===== src/rtl/ctrl_decode_stage.sv =====
// ctrl_decode_stage
// Registered MIPS control-decode stage between the IF/ID instruction register
// and EX. Decodes addu, subu, jr, ori, lw, sw, beq, lui, jal, j and syscall
// into a control bundle held in an ID/EX register with valid/ready on both
// sides. Also provides a load-use interlock, a synchronous flush,
// branch-shadow squashing after a redirect, and a sticky halt on syscall.
//
// Optional feature macro: CTRL_ILLEGAL_TRAP_EN
//   defined     : an unknown instruction on handshake sets illegal and halted
//   not defined : an unknown instruction is consumed as a NOP; illegal is 0
//
// Ports:
//   clk, rst_n            clock, asynchronous active-low reset
//   in_valid/in_ready/ins instruction handshake and word
//   flush, redirect       synchronous clear / clear-and-start-shadow
//   out_valid/out_ready   bundle handshake toward EX
//   out_*                 registered control bundle, out_ins carries the word
//   halted, illegal       sticky status flags
module ctrl_decode_stage #(
  parameter int SHADOW_SLOTS = 1,
  parameter int ALU_OP_W     = 4
) (
  input  logic                clk,
  input  logic                rst_n,
  input  logic                in_valid,
  output logic                in_ready,
  input  logic [31:0]         ins,
  input  logic                flush,
  input  logic                redirect,
  output logic                out_valid,
  input  logic                out_ready,
  output logic [31:0]         out_ins,
  output logic                out_jal,
  output logic                out_jr,
  output logic                out_j,
  output logic                out_branch,
  output logic                out_memtoreg,
  output logic                out_memread,
  output logic                out_memwrite,
  output logic                out_regwrite,
  output logic                out_alu_src,
  output logic [2:0]          out_regdst,
  output logic [ALU_OP_W-1:0] out_alu_op,
  output logic [4:0]          out_wreg,
  output logic                halted,
  output logic                illegal
);

  localparam logic [5:0] OP_SPECIAL = 6'b000000;
  localparam logic [5:0] OP_ORI     = 6'b001101;
  localparam logic [5:0] OP_LW      = 6'b100011;
  localparam logic [5:0] OP_SW      = 6'b101011;
  localparam logic [5:0] OP_BEQ     = 6'b000100;
  localparam logic [5:0] OP_LUI     = 6'b001111;
  localparam logic [5:0] OP_JAL     = 6'b000011;
  localparam logic [5:0] OP_J       = 6'b000010;
  localparam logic [5:0] FN_ADDU    = 6'b100001;
  localparam logic [5:0] FN_SUBU    = 6'b100011;
  localparam logic [5:0] FN_JR      = 6'b001000;
  localparam logic [5:0] FN_SYSCALL = 6'b001100;

  localparam logic [ALU_OP_W-1:0] ALU_NONE = ALU_OP_W'(4'b0000);
  localparam logic [ALU_OP_W-1:0] ALU_ADD  = ALU_OP_W'(4'b0001);
  localparam logic [ALU_OP_W-1:0] ALU_SUB  = ALU_OP_W'(4'b0010);
  localparam logic [ALU_OP_W-1:0] ALU_LUI  = ALU_OP_W'(4'b0011);
  localparam logic [ALU_OP_W-1:0] ALU_OR   = ALU_OP_W'(4'b0100);
  localparam logic [ALU_OP_W-1:0] ALU_JAL  = ALU_OP_W'(4'b1001);

  localparam logic [2:0] RD_NONE = 3'b000;
  localparam logic [2:0] RD_RD   = 3'b001;
  localparam logic [2:0] RD_RT   = 3'b010;
  localparam logic [2:0] RD_R31  = 3'b100;

  localparam logic [2:0] SHADOW_INIT = 3'(SHADOW_SLOTS);

  typedef struct packed {
    logic                jal;
    logic                jr;
    logic                j;
    logic                branch;
    logic                memtoreg;
    logic                memread;
    logic                memwrite;
    logic                regwrite;
    logic                alu_src;
    logic [2:0]          regdst;
    logic [ALU_OP_W-1:0] alu_op;
    logic [4:0]          wreg;
    logic [31:0]         ins;
  } bndl_t;

  bndl_t      bndl_q, bndl_d, dec_bndl;
  logic       out_valid_q, out_valid_d;
  logic [2:0] shadow_q, shadow_d;
  logic       halted_q, halted_d;
  logic       dec_known, dec_sys, use_rs, use_rt;
  logic       advance, hazard, accept;
`ifdef CTRL_ILLEGAL_TRAP_EN
  logic       illegal_q, illegal_d;
`endif

  // Combinational decode of the offered instruction into a candidate bundle.
  always_comb begin
    dec_bndl        = '0;
    dec_bndl.ins    = ins;
    dec_bndl.regdst = RD_NONE;
    dec_bndl.alu_op = ALU_NONE;
    dec_known       = 1'b1;
    dec_sys         = 1'b0;
    use_rs          = 1'b0;
    use_rt          = 1'b0;
    case (ins[31:26])
      OP_SPECIAL: begin
        case (ins[5:0])
          FN_ADDU, FN_SUBU: begin
            dec_bndl.regdst   = RD_RD;
            dec_bndl.regwrite = 1'b1;
            dec_bndl.alu_src  = 1'b1;
            dec_bndl.alu_op   = (ins[5:0] == FN_ADDU) ? ALU_ADD : ALU_SUB;
            use_rs            = 1'b1;
            use_rt            = 1'b1;
          end
          FN_JR: begin
            dec_bndl.jr      = 1'b1;
            dec_bndl.alu_op  = ALU_ADD;
            dec_bndl.alu_src = 1'b1;
            use_rs           = 1'b1;
          end
          FN_SYSCALL: dec_sys = 1'b1;
          default:    dec_known = 1'b0;
        endcase
      end
      OP_ORI: begin
        dec_bndl.regdst   = RD_RT;
        dec_bndl.regwrite = 1'b1;
        dec_bndl.alu_op   = ALU_OR;
        use_rs            = 1'b1;
      end
      OP_LW: begin
        dec_bndl.memread  = 1'b1;
        dec_bndl.memtoreg = 1'b1;
        dec_bndl.regwrite = 1'b1;
        dec_bndl.regdst   = RD_RT;
        dec_bndl.alu_op   = ALU_ADD;
        use_rs            = 1'b1;
      end
      OP_SW: begin
        dec_bndl.memwrite = 1'b1;
        dec_bndl.alu_op   = ALU_ADD;
        use_rs            = 1'b1;
        use_rt            = 1'b1;
      end
      OP_BEQ: begin
        dec_bndl.branch  = 1'b1;
        dec_bndl.alu_op  = ALU_SUB;
        dec_bndl.alu_src = 1'b1;
        use_rs           = 1'b1;
        use_rt           = 1'b1;
      end
      OP_LUI: begin
        dec_bndl.regwrite = 1'b1;
        dec_bndl.regdst   = RD_RT;
        dec_bndl.alu_op   = ALU_LUI;
      end
      OP_JAL: begin
        dec_bndl.jal      = 1'b1;
        dec_bndl.regwrite = 1'b1;
        dec_bndl.regdst   = RD_R31;
        dec_bndl.alu_op   = ALU_JAL;
      end
      OP_J: begin
        dec_bndl.j      = 1'b1;
        dec_bndl.alu_op = ALU_ADD;
      end
      default: dec_known = 1'b0;
    endcase
    // Destination resolved here so the hazard compare needs no mux later.
    case (dec_bndl.regdst)
      RD_RD:   dec_bndl.wreg = ins[15:11];
      RD_RT:   dec_bndl.wreg = ins[20:16];
      RD_R31:  dec_bndl.wreg = 5'd31;
      default: dec_bndl.wreg = 5'd0;
    endcase
    if (!dec_bndl.regwrite) begin
      dec_bndl.wreg = 5'd0;
    end else begin
      dec_bndl.wreg = dec_bndl.wreg;
    end
  end

  assign advance = !out_valid_q || out_ready;
  // Load-use: the load in the output register writes a register the
  // incoming instruction reads; $0 never creates a dependency.
  assign hazard  = out_valid_q && bndl_q.memread && (bndl_q.wreg != 5'd0) && in_valid &&
                   ((use_rs && (ins[25:21] == bndl_q.wreg)) ||
                    (use_rt && (ins[20:16] == bndl_q.wreg)));
  // Shadow slots accept regardless of downstream state since they are dropped.
  assign in_ready = !halted_q && !redirect && ((shadow_q != 3'd0) || (advance && !hazard));
  assign accept   = in_valid && in_ready;

  // Next-state selection in priority order: redirect, flush, halt, shadow, load.
  always_comb begin
    bndl_d      = bndl_q;
    out_valid_d = out_valid_q;
    shadow_d    = shadow_q;
    halted_d    = halted_q;
`ifdef CTRL_ILLEGAL_TRAP_EN
    illegal_d   = illegal_q;
`endif
    if (redirect) begin
      out_valid_d = 1'b0;
      shadow_d    = SHADOW_INIT;
    end else if (flush) begin
      out_valid_d = 1'b0;
    end else if (halted_q) begin
      out_valid_d = advance ? 1'b0 : out_valid_q;
    end else if (shadow_q != 3'd0) begin
      shadow_d    = accept ? (shadow_q - 3'd1) : shadow_q;
      out_valid_d = advance ? 1'b0 : out_valid_q;
    end else if (advance) begin
      // A hazard blocks accept, so this path also loads the bubble.
      out_valid_d = 1'b0;
      if (accept && dec_sys) begin
        halted_d = 1'b1;
      end else if (accept && !dec_known) begin
`ifdef CTRL_ILLEGAL_TRAP_EN
        illegal_d = 1'b1;
        halted_d  = 1'b1;
`else
        halted_d  = halted_q;
`endif
      end else if (accept) begin
        out_valid_d = 1'b1;
        bndl_d      = dec_bndl;
      end else begin
        bndl_d = bndl_q;
      end
    end else begin
      out_valid_d = out_valid_q;
    end
  end

  // State registers with asynchronous clear.
  always_ff @(posedge clk or negedge rst_n) begin
    if (!rst_n) begin
      bndl_q      <= '0;
      out_valid_q <= 1'b0;
      shadow_q    <= 3'd0;
      halted_q    <= 1'b0;
`ifdef CTRL_ILLEGAL_TRAP_EN
      illegal_q   <= 1'b0;
`endif
    end else begin
      bndl_q      <= bndl_d;
      out_valid_q <= out_valid_d;
      shadow_q    <= shadow_d;
      halted_q    <= halted_d;
`ifdef CTRL_ILLEGAL_TRAP_EN
      illegal_q   <= illegal_d;
`endif
    end
  end

  assign out_valid    = out_valid_q;
  assign out_ins      = bndl_q.ins;
  assign out_jal      = bndl_q.jal;
  assign out_jr       = bndl_q.jr;
  assign out_j        = bndl_q.j;
  assign out_branch   = bndl_q.branch;
  assign out_memtoreg = bndl_q.memtoreg;
  assign out_memread  = bndl_q.memread;
  assign out_memwrite = bndl_q.memwrite;
  assign out_regwrite = bndl_q.regwrite;
  assign out_alu_src  = bndl_q.alu_src;
  assign out_regdst   = bndl_q.regdst;
  assign out_alu_op   = bndl_q.alu_op;
  assign out_wreg     = bndl_q.wreg;
  assign halted       = halted_q;
`ifdef CTRL_ILLEGAL_TRAP_EN
  assign illegal      = illegal_q;
`else
  assign illegal      = 1'b0;
`endif

endmodule

===== config.mk =====
export PLATFORM = sky130hd
export DESIGN_NAME = ctrl_decode_stage
export DESIGN_NICKNAME = d
export VERILOG_FILES = /design/src/rtl/ctrl_decode_stage.sv
export SDC_FILE = /design/constraint.sdc
export NUM_CORES = 1
export LEC_CHECK = 0
export ABC_CLOCK_PERIOD_IN_PS = 2700
export BUFFER_PORTS_ARGS = -buffer_cell sky130_fd_sc_hd__buf_4
export CAP_MARGIN = 20
export CORE_ASPECT_RATIO = 1.5
export CORE_MARGIN = 1
export CORE_UTILIZATION = 50
export DETAILED_ROUTE_END_ITERATION = 6
export HOLD_SLACK_MARGIN = 0.08
export PLACE_DENSITY = 0.9
export SETUP_SLACK_MARGIN = 0.4
export SLEW_MARGIN = 10
export SYNTH_ARGS = -nofsm -noshare
export SYNTH_HDL_FRONTEND = slang
export SYNTH_SLANG_ARGS = --single-unit

===== constraint.sdc =====
create_clock -name clk -period 2.7 [get_ports clk]
set_input_delay 0.27 -clock clk [delete_from_list [all_inputs] [get_ports clk]]
set_output_delay 0.27 -clock clk [all_outputs]
set_load 0.005 [all_outputs]

==> results of run 1 <==
## synth_stat cells (2+ instances only)
| cell | number | area [um2] |
|---|---|---|
| dfrtp_1 | 57 | 1430 |
| mux2_1 | 32 | 360 |
| mux2_4 | 9 | 135 |
| nor2_1 | 9 | 33.8 |
| xnor2_1 | 8 | 70.1 |
| mux2_2 | 7 | 78.8 |
| a221o_1 | 6 | 60.1 |
| nand3_1 | 6 | 30.0 |
| nor2b_1 | 6 | 37.5 |
| o21ai_0 | 5 | 25.0 |
| buf_2 | 4 | 20.0 |
| inv_1 | 4 | 15.0 |
| nand2b_1 | 4 | 25.0 |
| nor3_1 | 4 | 20.0 |
| xor2_1 | 4 | 35.0 |
| buf_4 | 3 | 22.5 |
| buf_6 | 3 | 33.8 |
| clkbuf_1 | 3 | 11.3 |
| nand2_1 | 3 | 11.3 |
| nand4_1 | 3 | 18.8 |
| nor3b_1 | 3 | 22.5 |
| nor4bb_1 | 3 | 30.0 |
| o211ai_1 | 3 | 22.5 |
| o31ai_1 | 3 | 22.5 |
| a21oi_1 | 2 | 10.0 |
| and3_1 | 2 | 12.5 |
| ha_1 | 2 | 25.0 |
| nand3b_1 | 2 | 15.0 |
## power by group
part	total [mW]	internal (mW)	switching, mW
registers	0.893	0.880	0.0136
clock network	0.698	0.379	0.319
logic	0.199	0.106	0.0929
total	1.79	1.36	0.426
## metrics by stage
| step | hold slack, ns | cell area (um2) | utilization, % | total power [mW] |
|---|---|---|---|---|
| 4_1_cts | 0.139 | 3810 | 69.3 | 1.81 |
| 3_3_place_gp | 0.360 | 3590 | 65.4 | 1.09 |
| 5_1_grt | 0.141 | 3860 | 70.3 | 1.87 |
| 3_5_place_dp | 0.370 | 3590 | 65.4 | 1.10 |
| 2_1_floorplan | -0.0256 | 2870 | - | 0.980 |
| 6_report | 0.152 | 3860 | 70.3 | 1.79 |
## logic make-up after synthesis
logic type / synth area share, %
compound gates: 8.06
xor+xnor: 3.68
fa+ha+maj: 0.876
buf+inv: 3.72
flops: 49.9
mux: 20.1
other cells: 0.131
simple gates: 13.5
## timing repair
| action | in CTS | in global routing |
|---|---|---|
| gates resized for setup | 6 | 7 |
| pin swaps | 2 | 1 |
| buffers inserted | 1 | 1 |
| hold buffers | 1 | 0 |
| setup endpoints to repair | 31 | 31 |
| endpoints found under the hold margin | 57 | 0 |
## layer usage
layer	vias up	wire length (um)	track usage, %
li1	997	-	-
met1	1061	2590	26.2
met2	77	3400	39.6
met3	11	314	5.68
met4	0	134	11.2
met5	-	0	0
## flip-flops by register name, summed over array words and instances, names as in the netlist
name,count
halted,1
out_memtoreg,1
out_valid,1
out_alu_src,1
out_j,1
out_regdst,3
out_ins,32
out_alu_op,4
out_regwrite,1
out_jr,1
out_memwrite,1
out_wreg,5
out_branch,1
shadow_q,3
out_jal,1
## how the worst max path moves through the flow
| stage | cells past startpoint | slack [ns] | end |
|---|---|---|---|
| floorplan | 9 | 0.40 | out_alu_op[0]$_DFFE_PN0P_ |
| finish | 7 | 0.44 | in_ready |
| detailed placement | 8 | 0.13 | out_ins[14]$_DFFE_PN0P_ |
| global route | 7 | 0.35 | in_ready |
| global placement | 8 | 0.18 | out_ins[25]$_DFFE_PN0P_ |
| CTS | 8 | 0.41 | in_ready |
## cell type report
cell class / count / area share [%]
Inverter: 4 / 0.389
Clock buffer: 13 / 4.12
Sequential cell: 57 / 37.0
Timing Repair Buffer: 99 / 20.0
Tap cell: 70 / 2.27
Multi-Input combinational cell: 147 / 35.9
Clock inverter: 3 / 0.389
==> qor.yml, run 1 <==
outcome:
  status: "completed"
global_route:
  grtUsageTotal_pct: 22.9
  overflow: 0
  antenna_found_initial: 0
  grt_max_degree: 58
  grt_pass1_vias: 2130
  grt_first_pass_wirelength_mm: 10.3
cts:
  numCtsBuffers: 9
  clk_path_buf_depth: 2
  clk_latency_ns: 0.33
  clock_sinks: 57
  cts_tree: "yes"
  clockRootBuffer: "clkbuf_8"
  cts.clk_slew.worst_paths_ns: 0.06
  htreeDepth: 3
min_path:
  hold_depth: 2
  hp-class: "primary input to register"
  worstHoldEndpoint: "out_ins[8]$_DFFE_PN0P_"
  hp-start: "ins[8]"
worst_setup_path:
  cp.required_ns: 2.43
  cp-end-kind: "primary output"
  cp_cell_sequence: "xnor2_1, nand3_1, nor3_1, o221a_4, o21ai_0, nor3b_1, buf_4"
  slowest_delay_ns: 0.44
  arrival_ns: 1.99
  cpMaxStageDelayCell: "dfrtp_1"
  r2r-end: "out_ins[14]$_DFFE_PN0P_"
  crit_type: "register to primary output"
  cp-start-kind: "register"
  crit_family: "simple AND/OR/NAND/NOR gates"
  r2r_cells: 8
  rrSetupSlack_ns: 0.53
  r2r-start: "shadow_q[0]$_DFFE_PN0P_"
  startpoint: "out_wreg[4]$_DFFE_PN0P_"
  cp_num_buf_inv: 1
  path_max_fanout: 5
sta:
  hold_violations: 0
  fin_ws_ns: 0.441
  setup_tns_ns: 0
  finalMaxSlewViolations: 0
  fin_crit_sh_pct: 83.7
  period_needed_ns: 2.26
  worst_pin_slew_ns: 0.710
  slew-limit-headroom_pct: 52.6
  rsz0062_at_grt: "yes"
  max_freq_mhz: 443
  clock_skew_ns: 0.00521
  setup_viol: 0
detailed_routing:
  routed_wl_mm: 6.44
  drcViolationCount: 0
  dr.pass1.iters: 4
  first_iter_violations: 91
  drtAntennaViolNets: 0
  vias: 2146
  viasPerCell: 5.46
  routedWlPerCell_um: 16.4
floorplan:
  fp.dieW_um: 63.7
  die_area_mm2: 0.00603
  row_count: 33
  io_pins: 95
  start_util_pct: 52.0
  die-height_um: 94.6
  core_mm2: 0.00549
cells_and_area:
  layout_commonest_cell: "buf_4"
  final_nets: 358
  diodes: 0
  final_cell_mix: "buf_4 (96), dfrtp_1 (55), mux2_1 (32)"
  multi_input_area_mm2: 0.00139
  final_layout_size_suffix_gt1_share_pct: 44.6
  syn_to_final_growth_pct: 35.2
  nFillCells: 386
  final-seq-area_mm2: 0.00143
  fin_cells: 393
synthesis:
  yosysSeqAreaShare_pct: 49.9
  yosys_warnings: 0
  synth-main-ff-cell: "dfrtp_1"
  syn_avg_cell_area_um2: 12.9
  async_reset_ff_share_pct: 100
  synth_area_mm2: 0.00286
  synth_seq_cells: 57
  synth_edf_count: 0
  syn_inst: 222
  synth_cell_type_count: 50
  synth_nets: 262
placed_design:
  gp_congestion: 0.832
  dp_hpwl_mm: 4.54
  portBuffers: 93
  detailedPlace.worstSlack_ns: 0.130
  dp_cells: 374
job:
  maxCapViolations: 0
pwr:
  vdd_ir_drop_max_uv: 411
  leakagePower_nw: 2.01
  p_per_area_mw_per_mm2: 464
Power figures use the tool's default switching activity.
==> run 2: changes to the inputs <==
- ABC_CLOCK_PERIOD_IN_PS: 2700 -> 2300
- clock period: 2.7 -> 2.3 ns (I/O delays scaled with it)
==> qor.yml, run 2 (synthesis results as in run 1) <==
worst_setup_path:
  cp.required_ns: 2.07
  crit_type: "register to primary output"
  cp-end-kind: "primary output"
  path_max_fanout: 4
  arrival_ns: 1.96
  r2r_cells: 9
  cp-start-kind: "register"
  rrSetupSlack_ns: 0.16
  r2r-start: "shadow_q[1]$_DFFE_PN0P_"
  r2r-end: "out_wreg[0]$_DFFE_PN0P_"
cells_and_area:
  syn_to_final_growth_pct: 57.7
  final_cell_mix: "buf_4 (110), dfrtp_1 (53), mux2_4 (46)"
  nFillCells: 295
  final_layout_size_suffix_gt1_share_pct: 62.1
  largest_reg_flops: 32
  fin_cells: 418
  post-route-util_pct: 82.0
  diodes: 0
  layout_commonest_cell: "buf_4"
  design_area_mm2: 0.00451
  final_nets: 383
placed_design:
  postPlaceCellArea_mm2: 0.00364
  gp_congestion: 0.826
  detailedPlace.worstSlack_ns: 0.00257
  portBuffers: 93
  dp_hpwl_mm: 4.76
  dp_cells: 380
job:
  maxCapViolations: 0
sta:
  period_needed_ns: 2.19
  clock_skew_ns: 0.0136
  slew-limit-headroom_pct: 51.5
  worst_pin_slew_ns: 0.728
  setup_viol: 0
  hold_violations: 0
  finalMaxSlewViolations: 0
  fin_crit_sh_pct: 95.3
  max_freq_mhz: 456
  rsz0062_at_grt: "yes"
  fin_ws_ns: 0.108
  setup_tns_ns: 0
min_path:
  hp-start: "redirect"
  worstHoldEndpoint: "shadow_q[1]$_DFFE_PN0P_"
  hp-class: "primary input to register"
  hold_depth: 2
outcome:
  status: "completed"
pwr:
  vdd_ir_drop_max_uv: 645
  p_per_area_mw_per_mm2: 554
  leakagePower_nw: 2.22
detailed_routing:
  routedWlPerCell_um: 20.8
  wl_met3_um: 359
  vias: 2371
  viasPerCell: 5.67
  first_iter_violations: 109
  dr.pass1.iters: 4
  routed_wl_mm: 8.70
  dr_wl_met2_mm: 4.80
  topRoutingLayerUsed: "met4"
  m1WireLength_mm: 3.32
  drcViolationCount: 0
  drtAntennaViolNets: 0
floorplan:
  die-height_um: 94.6
  core_mm2: 0.00549
  start_util_pct: 52.0
  fp.dieW_um: 63.7
  die_area_mm2: 0.00603
  row_count: 33
  io_pins: 95
cts:
  cts_tree: "yes"
  clk_path_buf_depth: 2
  clock_sinks: 57
  clockRootBuffer: "clkbuf_8"
  clk_latency_ns: 0.35
  cts.clk_slew.worst_paths_ns: 0.08
  htreeDepth: 3
  numCtsBuffers: 9
global_route:
  grt_first_pass_wirelength_mm: 11.4
  overflow: 0
  grt_pass1_vias: 2382
  antenna_found_initial: 0
  grt_max_degree: 58
  grtUsageTotal_pct: 25.7
run 2: cell count changes in the layout (fill, tap and decap cells not counted), moves of 3 or more:
cell | previous run | this run
clkbuf_16 | 0 | 5
mux2_4 | 9 | 46
mux2_2 | 7 | 0
o21ai_0 | 5 | 2
buf_6 | 0 | 3
bufinv_16 | 0 | 3
mux2_1 | 32 | 2
buf_4 | 96 | 110
run 2: how the worst max path moves through the flow:
stage / start / to / slack [ns]
floorplan: ins[29] / out_alu_op[0]$_DFFE_PN0P_ / 0.04
global placement: ins[29] / out_ins[31]$_DFFE_PN0P_ / 0.07
detailed placement: ins[29] / out_ins[23]$_DFFE_PN0P_ / 0.003
CTS: out_wreg[1]$_DFFE_PN0P_ / in_ready / 0.17
global route: ins[31] / in_ready / 0.01
finish: out_wreg[1]$_DFFE_PN0P_ / in_ready / 0.11
run 2: routing by layer:
metal  GRT usage, %  vias up
li1               -     1046
met1           26.7     1210
met2           46.4       95
met3           7.97       20
met4           12.3        0
met5              0        -
run 2: layout make-up:
type,count,area [um2],share of cell area [%]
well taps,70,87.6,1.94
inverters,4,15.0,0.333
repair buffers,124,1110,24.6
flip-flops and latches,57,1430,31.8
multi-input cells,147,1620,35.9
clock buffers,11,141,3.14
clock inverters,5,103,2.28
run 2: critical path, stage by stage (launching register included):
cell and delay, ns:
dfrtp_2 0.47, xor2_4 0.18, a2111oi_4 0.34, o221a_4 0.24, o21ai_0 0.09, nor3b_2 0.17, buf_4 0.13
run 2: through the flow:
| step | hold slack [ns] | power (mW) |
|---|---|---|
| after floorplan | -0.0656 | 1.15 |
| after global placement | 0.319 | 1.29 |
| after detailed placement | 0.331 | 1.30 |
| after CTS | 0.0883 | 2.45 |
| after global routing | 0.108 | 2.57 |
| final | 0.109 | 2.50 |
run 2: power breakdown:
group / internal, mW / switching, mW / leakage (nW) / total, mW
combinational: 0.155 / 0.123 / 1.32 / 0.278
clock: 0.748 / 0.420 / 0.120 / 1.17
sequential: 1.03 / 0.0203 / 0.781 / 1.05
run 2: repair_timing:
| item | CTS | global route |
|---|---|---|
| hold buffers | 1 | 0 |
| buffers inserted | 8 | 6 |
| pin swaps | 9 | 5 |
| resized for setup | 21 | 57 |
| endpoints found under the setup margin | 52 | 53 |
| cloned | 2 | 5 |
| hold endpoints to repair | 57 | 0 |
==> run 3: changes to the inputs <==
- BUFFER_PORTS_ARGS: -buffer_cell sky130_fd_sc_hd__buf_4 -> not set
- CORE_UTILIZATION: 50 -> 60
- DONT_BUFFER_PORTS: not set -> 1
- PLACE_DENSITY: 0.9 -> 0.87
==> qor.yml, run 3 (synthesis results as in run 1) <==
worst_setup_path:
  slowest_delay_ns: 0.47
  cp-end-kind: "register"
  arrival_ns: 2.38
  cp_cell_sequence: "xor2_2, a2111oi_4, o221a_4, buf_6, nor2_4, buf_12, mux2_1"
  crit_family: "flip-flops"
  cpMaxStageDelayCell: "dfrtp_2"
  path_max_fanout: 17
  crit_type: "register to register"
  cp-start-kind: "register"
  cp.required_ns: 2.51
  cp_num_buf_inv: 2
cells_and_area:
  diodes: 0
  syn_to_final_growth_pct: 28.6
  fin_cells: 336
  design_area_mm2: 0.00367
  largest_reg_flops: 32
  nFillCells: 253
  final_layout_size_suffix_gt1_share_pct: 23.5
  final_nets: 307
  layout_commonest_cell: "dfrtp_1"
  final_cell_mix: "dfrtp_1 (53), dlygate4sd3_1 (36), mux2_1 (32)"
pwr:
  p_seq_share_pct: 46.1
  leakagePower_nw: 1.75
  p_sw_mw: 0.491
  switching_share_pct: 21.5
  p_int_mw: 1.80
  vdd_ir_drop_max_uv: 726
  p_per_area_mw_per_mm2: 623
  pwr-share-clk_pct: 46.4
  combPwrFrac_pct: 7.5
floorplan:
  row_count: 30
  start_util_pct: 62.9
  fp.dieW_um: 58.3
  die_area_mm2: 0.00505
  io_pins: 95
  core_mm2: 0.00454
  die-height_um: 86.5
global_route:
  grt_first_pass_wirelength_mm: 11.1
  antenna_found_initial: 0
  overflow: 0
  grt_pass1_vias: 2198
  grtUsageTotal_pct: 30.3
  grt_max_degree: 58
detailed_routing:
  routed_wl_mm: 7.11
  drcViolationCount: 0
  first_iter_violations: 110
  viasPerCell: 6.06
  dr.pass1.iters: 4
  drtAntennaViolNets: 0
  routedWlPerCell_um: 21.1
  vias: 2036
job:
  maxCapViolations: 0
cts:
  cts_tree: "yes"
  clockRootBuffer: "clkbuf_8"
  clk_path_buf_depth: 2
  clk_latency_ns: 0.33
  htreeDepth: 3
  cts.clk_slew.worst_paths_ns: 0.06
  clock_sinks: 57
  numCtsBuffers: 9
placed_design:
  dp_hpwl_mm: 4.14
  gp_congestion: 0.842
  detailedPlace.worstSlack_ns: 0.0902
  dp_cells: 280
  postPlaceCellArea_mm2: 0.00295
  portBuffers: 0
min_path:
  hp-class: "primary input to register"
sta:
  fin_crit_sh_pct: 94.4
  finalMaxSlewViolations: 0
  max_freq_mhz: 460
  hold_violations: 0
  period_needed_ns: 2.17
  setup_tns_ns: 0
  clock_skew_ns: 0.00758
  fin_ws_ns: 0.128
  setup_viol: 0
  rsz0062_at_grt: "yes"
outcome:
  status: "completed"
run 3: cell types whose count changed in the layout (fill, tap and decap cells not counted), sizes merged:
cell         previous run  this run
dlygate4sd3             1        36
clkbuf                 16        11
clkinv                  1         2
bufinv                  3         2
buf                   118        12
run 3: worst paths after layout:
path | start | end | slack [ns] | depth (start not counted)
max | out_wreg[1]$_DFFE_PN0P_ | out_ins[17]$_DFFE_PN0P_ | 0.13 | 7
min | redirect | halted$_DFFE_PN0P_ | 0.10 | 3
max reg2reg | out_wreg[1]$_DFFE_PN0P_ | out_ins[17]$_DFFE_PN0P_ | 0.13 | 7
min reg2reg | out_memwrite$_DFFE_PN0P_ | out_memwrite$_DFFE_PN0P_ | 0.52 | 2
max in group asynchronous | rst_n | out_wreg[2]$_DFFE_PN0P_ | 1.62 | 2
min in group asynchronous | rst_n | out_ins[30]$_DFFE_PN0P_ | 0.40 | 2
run 3: final cells by class:
| cell class | count | area, um2 | area share (%) |
|---|---|---|---|
| repair buffers | 48 | 519 | 14.1 |
| clock inverters | 5 | 77.6 | 2.11 |
| flip-flops and latches | 57 | 1430 | 39.0 |
| multi-input cells | 147 | 1400 | 38.1 |
| inverters | 4 | 15.0 | 0.409 |
| well taps | 64 | 80.1 | 2.18 |
| clock buffers | 11 | 151 | 4.12 |
run 3: repair_timing:
action	in CTS	in global routing
buffers inserted	3	0
endpoints found under the setup margin	50	53
hold endpoints to repair	95	0
resized for setup	10	9
pin swaps	6	0
hold buffers	37	0
run 3: metal layers:
layer / wire length, um / global-route usage (%) / up-vias
met3: 489 / 9.55 / 21
met2: 3770 / 51.4 / 98
met1: 2630 / 34.6 / 1026
met4: 224 / 13.4 / 0
met5: 0 / 0 / -
li1: - / - / 891
run 3: worst min-delay path: cells and delay by family:
family,cells,cell delay [ns]
compound gates,1,0.06
simple gates,2,0.11
run 3: power groups by stage:
stage	clock, mW	combinational (mW)	sequential [mW]
5_1_grt	1.12	0.186	1.06
3_5_place_dp	0	0.0834	1.07
3_3_place_gp	0	0.0791	1.07
4_1_cts	1.08	0.164	1.06
6_report	1.06	0.171	1.06
2_1_floorplan	0	0.0834	1.07
run 3: through the flow:
| stage | power, mW | util, % | hold slack, ns |
|---|---|---|---|
| final | 2.29 | 80.9 | 0.104 |
| after global routing | 2.36 | 80.9 | 0.132 |
| after CTS | 2.30 | 80.1 | 0.0838 |
| after detailed placement | 1.16 | 64.9 | -0.0647 |
| after global placement | 1.15 | 64.9 | -0.0647 |
| after floorplan | 1.15 | - | -0.0656 |
